## src/rtl/apo_node_injector_pkg.sv

```systemverilog
// apo_node_injector_pkg: packet layout, injector FSM encoding and saturating counter helper
package apo_node_injector_pkg;
    localparam int PKT_W = 17;
    localparam int NODE_W = 8;
    localparam int VLD_BIT = 16;
    localparam int CNT_W = 16;
    typedef enum logic [1:0] {ST_IDLE, ST_SEND, ST_GAP} inj_state_t;
    function automatic logic [CNT_W-1:0] sat_inc(input logic [CNT_W-1:0] v, input logic en);
        return (en && !(&v)) ? v + 16'd1 : v;
    endfunction
endpackage

```

## src/rtl/apo_node_injector_if.sv

```systemverilog
// apo_node_injector_if: host-side destination request handshake
interface apo_node_injector_if;
    import apo_node_injector_pkg::*;
    logic req_valid;
    logic [NODE_W-1:0] req_dest;
    logic req_ready;
    modport master(output req_valid, output req_dest, input req_ready);
    modport slave(input req_valid, input req_dest, output req_ready);
endinterface

```

## src/rtl/apo_pkt_fifo.sv

```systemverilog
// apo_pkt_fifo: circular destination queue; occupancy carries one extra bit to tell full from empty
module apo_pkt_fifo
    import apo_node_injector_pkg::*;
#(
    parameter int DEPTH = 4
) (
    input  logic              clk,
    input  logic              rst,
    input  logic              push,
    input  logic [NODE_W-1:0] din,
    input  logic              pop,
    output logic [NODE_W-1:0] dout,
    output logic              full,
    output logic              empty
);
    localparam int AW = $clog2(DEPTH);
    logic [NODE_W-1:0] mem [DEPTH];
    logic [AW-1:0] wr_ptr, rd_ptr;
    logic [AW:0] occ;
    logic do_push, do_pop;
    assign full = occ == (AW+1)'(DEPTH);
    assign empty = occ == '0;
    assign do_push = push && !full;
    assign do_pop = pop && !empty;
    assign dout = mem[rd_ptr];
    always_ff @(posedge clk or posedge rst) begin
        if (rst) begin
            wr_ptr <= '0;
            rd_ptr <= '0;
            occ <= '0;
        end else begin
            wr_ptr <= do_push ? wr_ptr + AW'(1) : wr_ptr;
            rd_ptr <= do_pop ? rd_ptr + AW'(1) : rd_ptr;
            occ <= occ + (AW+1)'(do_push) - (AW+1)'(do_pop);
        end
    end
    always_ff @(posedge clk) begin
        if (do_push) mem[wr_ptr] <= din;
    end
endmodule

```

## src/rtl/apo_node_injector.sv

```systemverilog
// apo_node_injector: queues host destinations and injects them one at a time, paced by an idle gap
module apo_node_injector
    import apo_node_injector_pkg::*;
#(
    parameter int N_COUNT = 196,
    parameter int FIFO_DEPTH = 4,
    parameter int GAP = 2
) (
    input  logic               clk,
    input  logic               rst,
    input  logic [NODE_W-1:0]  router_name,
    apo_node_injector_if.slave req,
    output logic [PKT_W-1:0]   out_free,
    input  logic               in_data,
    output logic [CNT_W-1:0]   inj_count,
    output logic [CNT_W-1:0]   rcv_count,
    output logic [CNT_W-1:0]   err_count,
    output logic               busy
);
    inj_state_t state, state_nx;
    logic [3:0] gap_cnt, gap_nx;
    logic [PKT_W-1:0] out_nx;
    logic [NODE_W-1:0] head;
    logic full, empty, accept, legal, pop;
    logic unused_name;
    // own node number does not enter the packet; self-addressed requests are queued like any other
    assign unused_name = ^router_name;
    assign req.req_ready = !full;
    assign accept = req.req_valid && !full;
    assign legal = 32'(req.req_dest) < N_COUNT;
    assign busy = !empty || state != ST_IDLE;
    apo_pkt_fifo #(.DEPTH(FIFO_DEPTH)) u_fifo (
        .clk(clk),
        .rst(rst),
        .push(accept && legal),
        .din(req.req_dest),
        .pop(pop),
        .dout(head),
        .full(full),
        .empty(empty)
    );
    always_comb begin
        state_nx = state;
        gap_nx = gap_cnt;
        out_nx = '0;
        pop = 1'b0;
        case (state)
            ST_IDLE: begin
                pop = !empty;
                out_nx[VLD_BIT] = !empty;
                out_nx[NODE_W-1:0] = empty ? '0 : head;
                state_nx = empty ? ST_IDLE : ST_SEND;
            end
            ST_SEND: begin
                state_nx = (GAP > 0) ? ST_GAP : ST_IDLE;
                gap_nx = 4'(GAP);
            end
            ST_GAP: begin
                state_nx = (gap_cnt <= 4'd1) ? ST_IDLE : ST_GAP;
                gap_nx = (gap_cnt <= 4'd1) ? 4'd0 : gap_cnt - 4'd1;
            end
            default: state_nx = ST_IDLE;
        endcase
    end
    always_ff @(posedge clk or posedge rst) begin
        if (rst) begin
            state <= ST_IDLE;
            gap_cnt <= '0;
            out_free <= '0;
            inj_count <= '0;
            rcv_count <= '0;
            err_count <= '0;
        end else begin
            state <= state_nx;
            gap_cnt <= gap_nx;
            out_free <= out_nx;
            inj_count <= sat_inc(inj_count, state == ST_SEND);
            rcv_count <= sat_inc(rcv_count, in_data);
            err_count <= sat_inc(err_count, accept && !legal);
        end
    end
endmodule

```

## src/flat_wrapper.sv

```systemverilog
// flat-port wrapper written by rule: the top's interface ports become plain ports
module apo_node_injector_flat import apo_node_injector_pkg::*;
#(
    parameter int N_COUNT = 196,
    parameter int FIFO_DEPTH = 4,
    parameter int GAP = 2
)
  (clk, rst, router_name, out_free, in_data, inj_count, rcv_count, err_count, busy, req_req_valid, req_req_dest, req_req_ready);
  apo_node_injector_if req_i ();
  input  logic clk;
  input  logic rst;
  input  logic [NODE_W-1:0] router_name;
  output logic [PKT_W-1:0] out_free;
  input  logic in_data;
  output logic [CNT_W-1:0] inj_count;
  output logic [CNT_W-1:0] rcv_count;
  output logic [CNT_W-1:0] err_count;
  output logic busy;
  input wire logic [$bits(req_i.req_valid)-1:0] req_req_valid;
  input wire logic [$bits(req_i.req_dest)-1:0] req_req_dest;
  output wire logic [$bits(req_i.req_ready)-1:0] req_req_ready;
  assign req_i.req_valid = req_req_valid;
  assign req_i.req_dest = req_req_dest;
  assign req_req_ready = req_i.req_ready;
  apo_node_injector #(.N_COUNT(N_COUNT), .FIFO_DEPTH(FIFO_DEPTH), .GAP(GAP)) u_core (.clk(clk), .rst(rst), .router_name(router_name), .req(req_i), .out_free(out_free), .in_data(in_data), .inj_count(inj_count), .rcv_count(rcv_count), .err_count(err_count), .busy(busy));
endmodule
```

## config.mk

```make
export PLATFORM = sky130hd
export DESIGN_NAME = apo_node_injector_flat
export DESIGN_NICKNAME = d
export VERILOG_FILES = /design/src/rtl/apo_node_injector_pkg.sv /design/src/rtl/apo_node_injector_if.sv /design/src/rtl/apo_pkt_fifo.sv /design/src/rtl/apo_node_injector.sv /design/src/flat_wrapper.sv
export SDC_FILE = /design/constraint.sdc
export NUM_CORES = 1
export LEC_CHECK = 0
export CAP_MARGIN = 5
export CORE_MARGIN = 3
export CORE_UTILIZATION = 56
export CTS_BUF_LIST = sky130_fd_sc_hd__clkbuf_16
export CTS_CLUSTER_DIAMETER = 80
export CTS_CLUSTER_SIZE = 16
export DETAILED_ROUTE_END_ITERATION = 6
export HOLD_SLACK_MARGIN = 0.06
export PLACE_DENSITY = 0.85
export SYNTH_ARGS = -nofsm -noshare
export SYNTH_HDL_FRONTEND = slang
export SYNTH_HIERARCHICAL = 1
export SYNTH_SLANG_ARGS = --single-unit
```

## constraint.sdc

```tcl
create_clock -name clk -period 5.1 [get_ports clk]
set_clock_uncertainty 0.1 [all_clocks]
set_input_delay 0.765 -clock clk [delete_from_list [all_inputs] [get_ports clk]]
set_output_delay 0.765 -clock clk [all_outputs]
set_load 0.02 [all_outputs]
```

[Word-level counts from Yosys, hierarchy flattened]
Memory sizes are Yosys's and may differ from the RTL's.
Index checks and enable logic that the tools add are counted.
Cells by class
  add/subtract/negate cells: 8
  reductions and logical operators: 22
  magnitude comparators: 2
  equal/unequal tests: 3
  muxes and demuxes: 10
Operator list (count)
  $add A16 B1 Y16 const B: 3
  $reduce_and A16 Y1: 3
  $mux W8: 2
  $logic_and A1 B1 Y1: 8
  $lt A8 B8 Y1 const B: 1
  $pmux W4 S2: 1
  $logic_not A1 Y1: 6
  $pmux W2 S3: 1
  $add A2 B1 Y2 const B: 2
  $le A4 B1 Y1 const B: 1
  $mux W1: 4
  $mux W4: 1
  $reduce_bool A2 Y1: 2
  $sub A4 B1 Y4 const B: 1
  $add A3 B1 Y3: 1
  $eq A3 B3 Y1 const B: 1
  $logic_not A3 Y1: 1
  $sub A3 B1 Y3: 1
  $eq A2 B1 Y1 const B: 1
  $eq A2 B2 Y1 const B: 1
  $logic_not A2 Y1: 1
  $mux W2: 1
  $logic_or A1 B1 Y1: 1
Storage, ports and cells
  output and inout port bits: 67
  logic and storage cells: 55
  memory bits (writable): 32
  input bits: 20
  bits in registers: 70
  memories kept: 1
Memory list
  u_core.u_fifo.mem: depth 4, width 8, read ports 1, clocked after memory_dff 0, write ports 1, RTL line apo_pkt_fifo.sv:17  | logic [NODE_W-1:0] mem [DEPTH];

[Depth between registers and ports, before layout]
  word-level depth: 7
  depth in mapped cells: 12
  depth with buffers taken out: 11

[Cells and area by module]
Netlist, hierarchy kept.
Modules (own cells, without submodules)
  apo_node_injector: cells each 281, times used 1, seq. area each 1551.5 um2, area an instance 3059.2 um2
  apo_pkt_fifo: cells each 84, times used 1, seq. area each 1136.1 um2, area an instance 1626.6 um2

[Least setup slack after synthesis]
Ideal clock, no wire load.
  path type: in2reg
  from: input port req_req_dest[4]
  to: register u_core.u_fifo.occ[2]
  arrival time: 2.590 ns
  stages: 9
  data required time: 4.877 ns
  setup slack: 2.287 ns
  setup time: 0.123 ns
  cells stage by stage: nor4_1 -> o211a_1 -> nand2b_1 -> ha_1 -> inv_1 -> ha_1 -> fa_1 -> xnor2_1 -> xnor2_1
On the way
  word-level cells in the longest chain between the ends: 5
RTL lines
  start: declaration: RTL line flat_wrapper.sv:20  | input wire logic [$bits(req_i.req_dest)-1:0] req_req_dest;
  $lt A8 B8 Y1: RTL line apo_node_injector.sv:30  | assign legal = 32'(req.req_dest) < N_COUNT;
  $logic_and A1 B1 Y1: RTL line apo_node_injector.sv:35  | .push(accept && legal),
  $logic_and A1 B1 Y1: RTL line apo_pkt_fifo.sv:23  | assign do_push = push && !full;
  $add A3 B1 Y3: RTL line apo_pkt_fifo.sv:34  | occ <= occ + (AW+1)'(do_push) - (AW+1)'(do_pop);
  $sub A3 B1 Y3: RTL line apo_pkt_fifo.sv:34
  end signal: assignment: RTL line apo_pkt_fifo.sv:34
  end: declaration: RTL line apo_pkt_fifo.sv:19  | logic [AW:0] occ;
No other way between the ends.
A chain may end at the register's enable or synchronous reset.

[Final worst setup path]
Ends and elaborated chain as after synthesis.

==> out/qor.txt <==
Crit share post-route: 64.2%
Die H: 97.5 um
CTS tree: yes
Netlist cell types: 50
First-pass GRT wire length: 15300 um
Net Sw Frac: 34.0%
Max IR drop VDD: 320 uV
CP peak stage delay: 0.52 ns
Remaining antenna violation count: 0
Internal Power: 1800 uW
Area delta synth->final: 22.0%
Hold_sp: u_core/state[1]
Drt wl/cell: 16.6 um
Flop pwr share: 45.0%
DR vias/cell: 5.81
Dominant cells by area after synthesis: dfrtp_1, edfxtp_1, xnor2_1
Global-route usage over all layers: 20.0%
# setup viols final: 0
Critical path type: in2reg
Clock latency on the worst-skew pair: 0.34 ns
RSZ-0062 raised after global routing: false
Nets: 473
Area leader, netlist: dfrtp_1
Non-filler cells in the finished layout: 545
Crit path buf inv count: 2
Post-synthesis register bit count: 101
Worst setup SP type: input port
Reg2reg start: u_core/state[0]
Gpl congestion: 0.819
Cell at the slowest stage of the critical path: nor4_1
Initial Util: 59.1%
Clock share of power: 22.6%
Yosys top cell area share: 36.8%
Post-layout min period: 3.27 ns
Rows: 32
Die X: 97.5 um
Final hold slack: 0.391 ns
H-tree depth: 3
Clock Sinks: 101
Hold Fails Final Rpt: 0
TritonRoute pass-1 iters: 4
Cell Pwr Density: 477 nW/um^2
Initial antenna violation count: 0
Num CTS Buffers: 9
Arrival @ worst endpoint: 3.43 ns
Core Box Area: 7930 sq um
Vias after detailed routing: 3165
Outcome: completed
Max-Cap Viols: 0
Die area: 9500 sq um
Post-CTS Repair Setup Buffers: 0
Residual DRC: 0
Clk buf depth: 2
PostCTS Resize Cnt: 0
# port buffers: 70
Synth warn: 6
Post-Route WL: 9060 um
Fin. max-slew vios: 0
Fmax: 306 MHz
Vias in the first global route: 3132
Slew headroom: 52.4%
Root buffer cell: clkbuf_16
Delay-heaviest family, CP: adder cells
Sequential fraction of the synthesis area: 57.4%
DP Cell Count: 529
Crit-path max FO: 9
Cts hold-fix bufs: 0
Crit path cell chain: clkdlybuf4s50_1 -> nor4_1 -> o211a_1 -> nand2b_1 -> ha_1 -> inv_1 -> ha_1 -> fa_1 -> xnor2_1 -> xnor2_1
Grt total ovfl: 0
Final core occ: 72.1%
Crit. End Element: register
Min-delay worst type: reg2reg
Mapped Avg Cell Area: 12.8 sq um
Post-Syn Area: 4690 sq um
Share of layout cells above drive strength 1: 7.90%
Layout fillers: 571
I/O pins: 87
Switching pwr: 928 uW
LEAKAGE: 0.00236 uW
Critical Path RT: 5.26 ns
Largest net degree at the start of global routing: 40
Syn Inst Count: 365
Dpl hpwl: 6510 um
Worst-margin pin slew: 0.712 ns
CTS clk-pin slew, worst paths: 0.07 ns
Crit path launch: req_req_dest[4]
Initial drt markers: 120
Part of the power in combinational logic: 32.5%
# diodes: 0
Fin Setup TNS: 0 ns
[layout by cell type, fill, tap and decap left out, types with 3 or more instances in the layout]
cell / netlist / routed
nand4_1: 20 / 20
inv_1: 14 / 14
and3_1: 12 / 12
nor3_1: 6 / 6
xnor2_1: 30 / 30
mux2_2: 6 / 6
nand2b_1: 8 / 8
clkinvlp_4: 0 / 3
ha_1: 14 / 14
dfrtp_1: 69 / 69
clkbuf_16: 0 / 9
nand3_1: 20 / 20
xor2_1: 13 / 13
nor4_1: 5 / 5
and3b_1: 4 / 4
conb_1: 1 / 8
o211ai_1: 3 / 3
and4_1: 8 / 8
nand2_1: 22 / 22
nor2_1: 9 / 9
and2_1: 9 / 9
o31ai_1: 3 / 3
mux4_2: 8 / 8
clkdlybuf4s50_1: 0 / 70
edfxtp_1: 32 / 32
[per-stage QoR]
step	instance area, sq um	total power (uW)	worst slack, ns
after floorplan	4710	1800	2.29
after global placement	5450	2090	1.59
after detailed placement	5450	2140	1.47
after CTS	5720	2770	1.83
after global routing	5720	2910	1.64
final	5720	2730	1.83
[cell type report]
class                           instances  area (sq um)  share of cell area [%]
Clock inverter                          7          42.5                   0.744
Timing Repair Buffer                   71           708                    12.4
Clock buffer                            9           225                    3.94
Inverter                               14          52.6                   0.919
Multi-Input combinational cell        241          1870                    32.8
Sequential cell                       101          2690                    47.0
Tap cell                              102           128                    2.23
[synth_stat cells (all sizes together)]
cell and n:
dfrtp 69, edfxtp 32, xnor2 30, nand2 22, nand3 21, nand4 20
ha 14, inv 14, xor2 13, and3 12, buf 10, nor2 10
and2 9, and4 8, mux4 8, nand2b 8, clkbuf 6, mux2 6
nor3 6, nor4 6, and3b 4, o211ai 3, o31ai 3, or4 3
a211oi 2, a31oi 2, mux2i 2, nand4b 2, nand4bb 2, nor3b 2
o21a 2, o21ai 2, o311ai 2, a21o 1, a41oi 1, conb 1
fa 1, nor2b 1, nor4b 1, o2111ai 1, o211a 1, o2bb2ai 1
or2 1
[logic make-up (layout without fill, tap and decap cells)]
| kind of cell | Yosys count | in the layout | synth area share [%] |
|---|---|---|---|
| buffers and inverters | 30 | 101 | 3.23 |
| adder cells (fa/ha/maj) | 15 | 15 | 4.17 |
| multiplexers | 16 | 16 | 5.71 |
| AND/OR/NAND/NOR | 138 | 138 | 18.0 |
| flip-flops | 101 | 101 | 57.4 |
| XOR/XNOR | 43 | 43 | 8.04 |
| AO/OA/AOI/OAI | 21 | 21 | 3.39 |
| other | 1 | 8 | 0.0800 |
[power groups by stage]
stage	clock network [uW]	registers, uW	logic, uW
4_1_cts	635	1230	900
3_3_place_gp	0	1230	858
2_1_floorplan	0	1270	526
5_1_grt	666	1260	977
6_report	616	1230	887
3_5_place_dp	0	1250	896
[worst paths after layout]
path	endpoint	slack, ns	cells past startpoint
setup / recovery	u_core/u_fifo/occ[2]	1.83	10
hold / removal	u_core/state[1]	0.39	1
setup reg to reg	u_core/u_fifo/occ[2]	2.21	11
hold reg to reg	u_core/state[1]	0.39	1
max in group asynchronous	u_core/inj_count[11]	3.27	3
min in group asynchronous	u_core/u_fifo/rd_ptr[0]	0.62	2
[per-layer routing]
layer  wire length, um  global-route usage, %  vias up
li1                  -                      -     1473
met1              3810                   25.8     1552
met2              4590                   33.5      121
met3               499                   4.09       19
met4               161                   7.24        0
met5                 0                      0        -
[registers in the layout (all words and copies together) (netlist names)]
name / count
u_core/err_count: 16
u_core/gap_cnt: 4
u_core/inj_count: 16
u_core/out_free: 8
u_core/rcv_count: 16
u_core/state: 2
u_core/u_fifo/mem: 32
u_core/u_fifo/occ: 3
u_core/u_fifo/rd_ptr: 2
u_core/u_fifo/wr_ptr: 2
(Power assumes the default switching activity.)
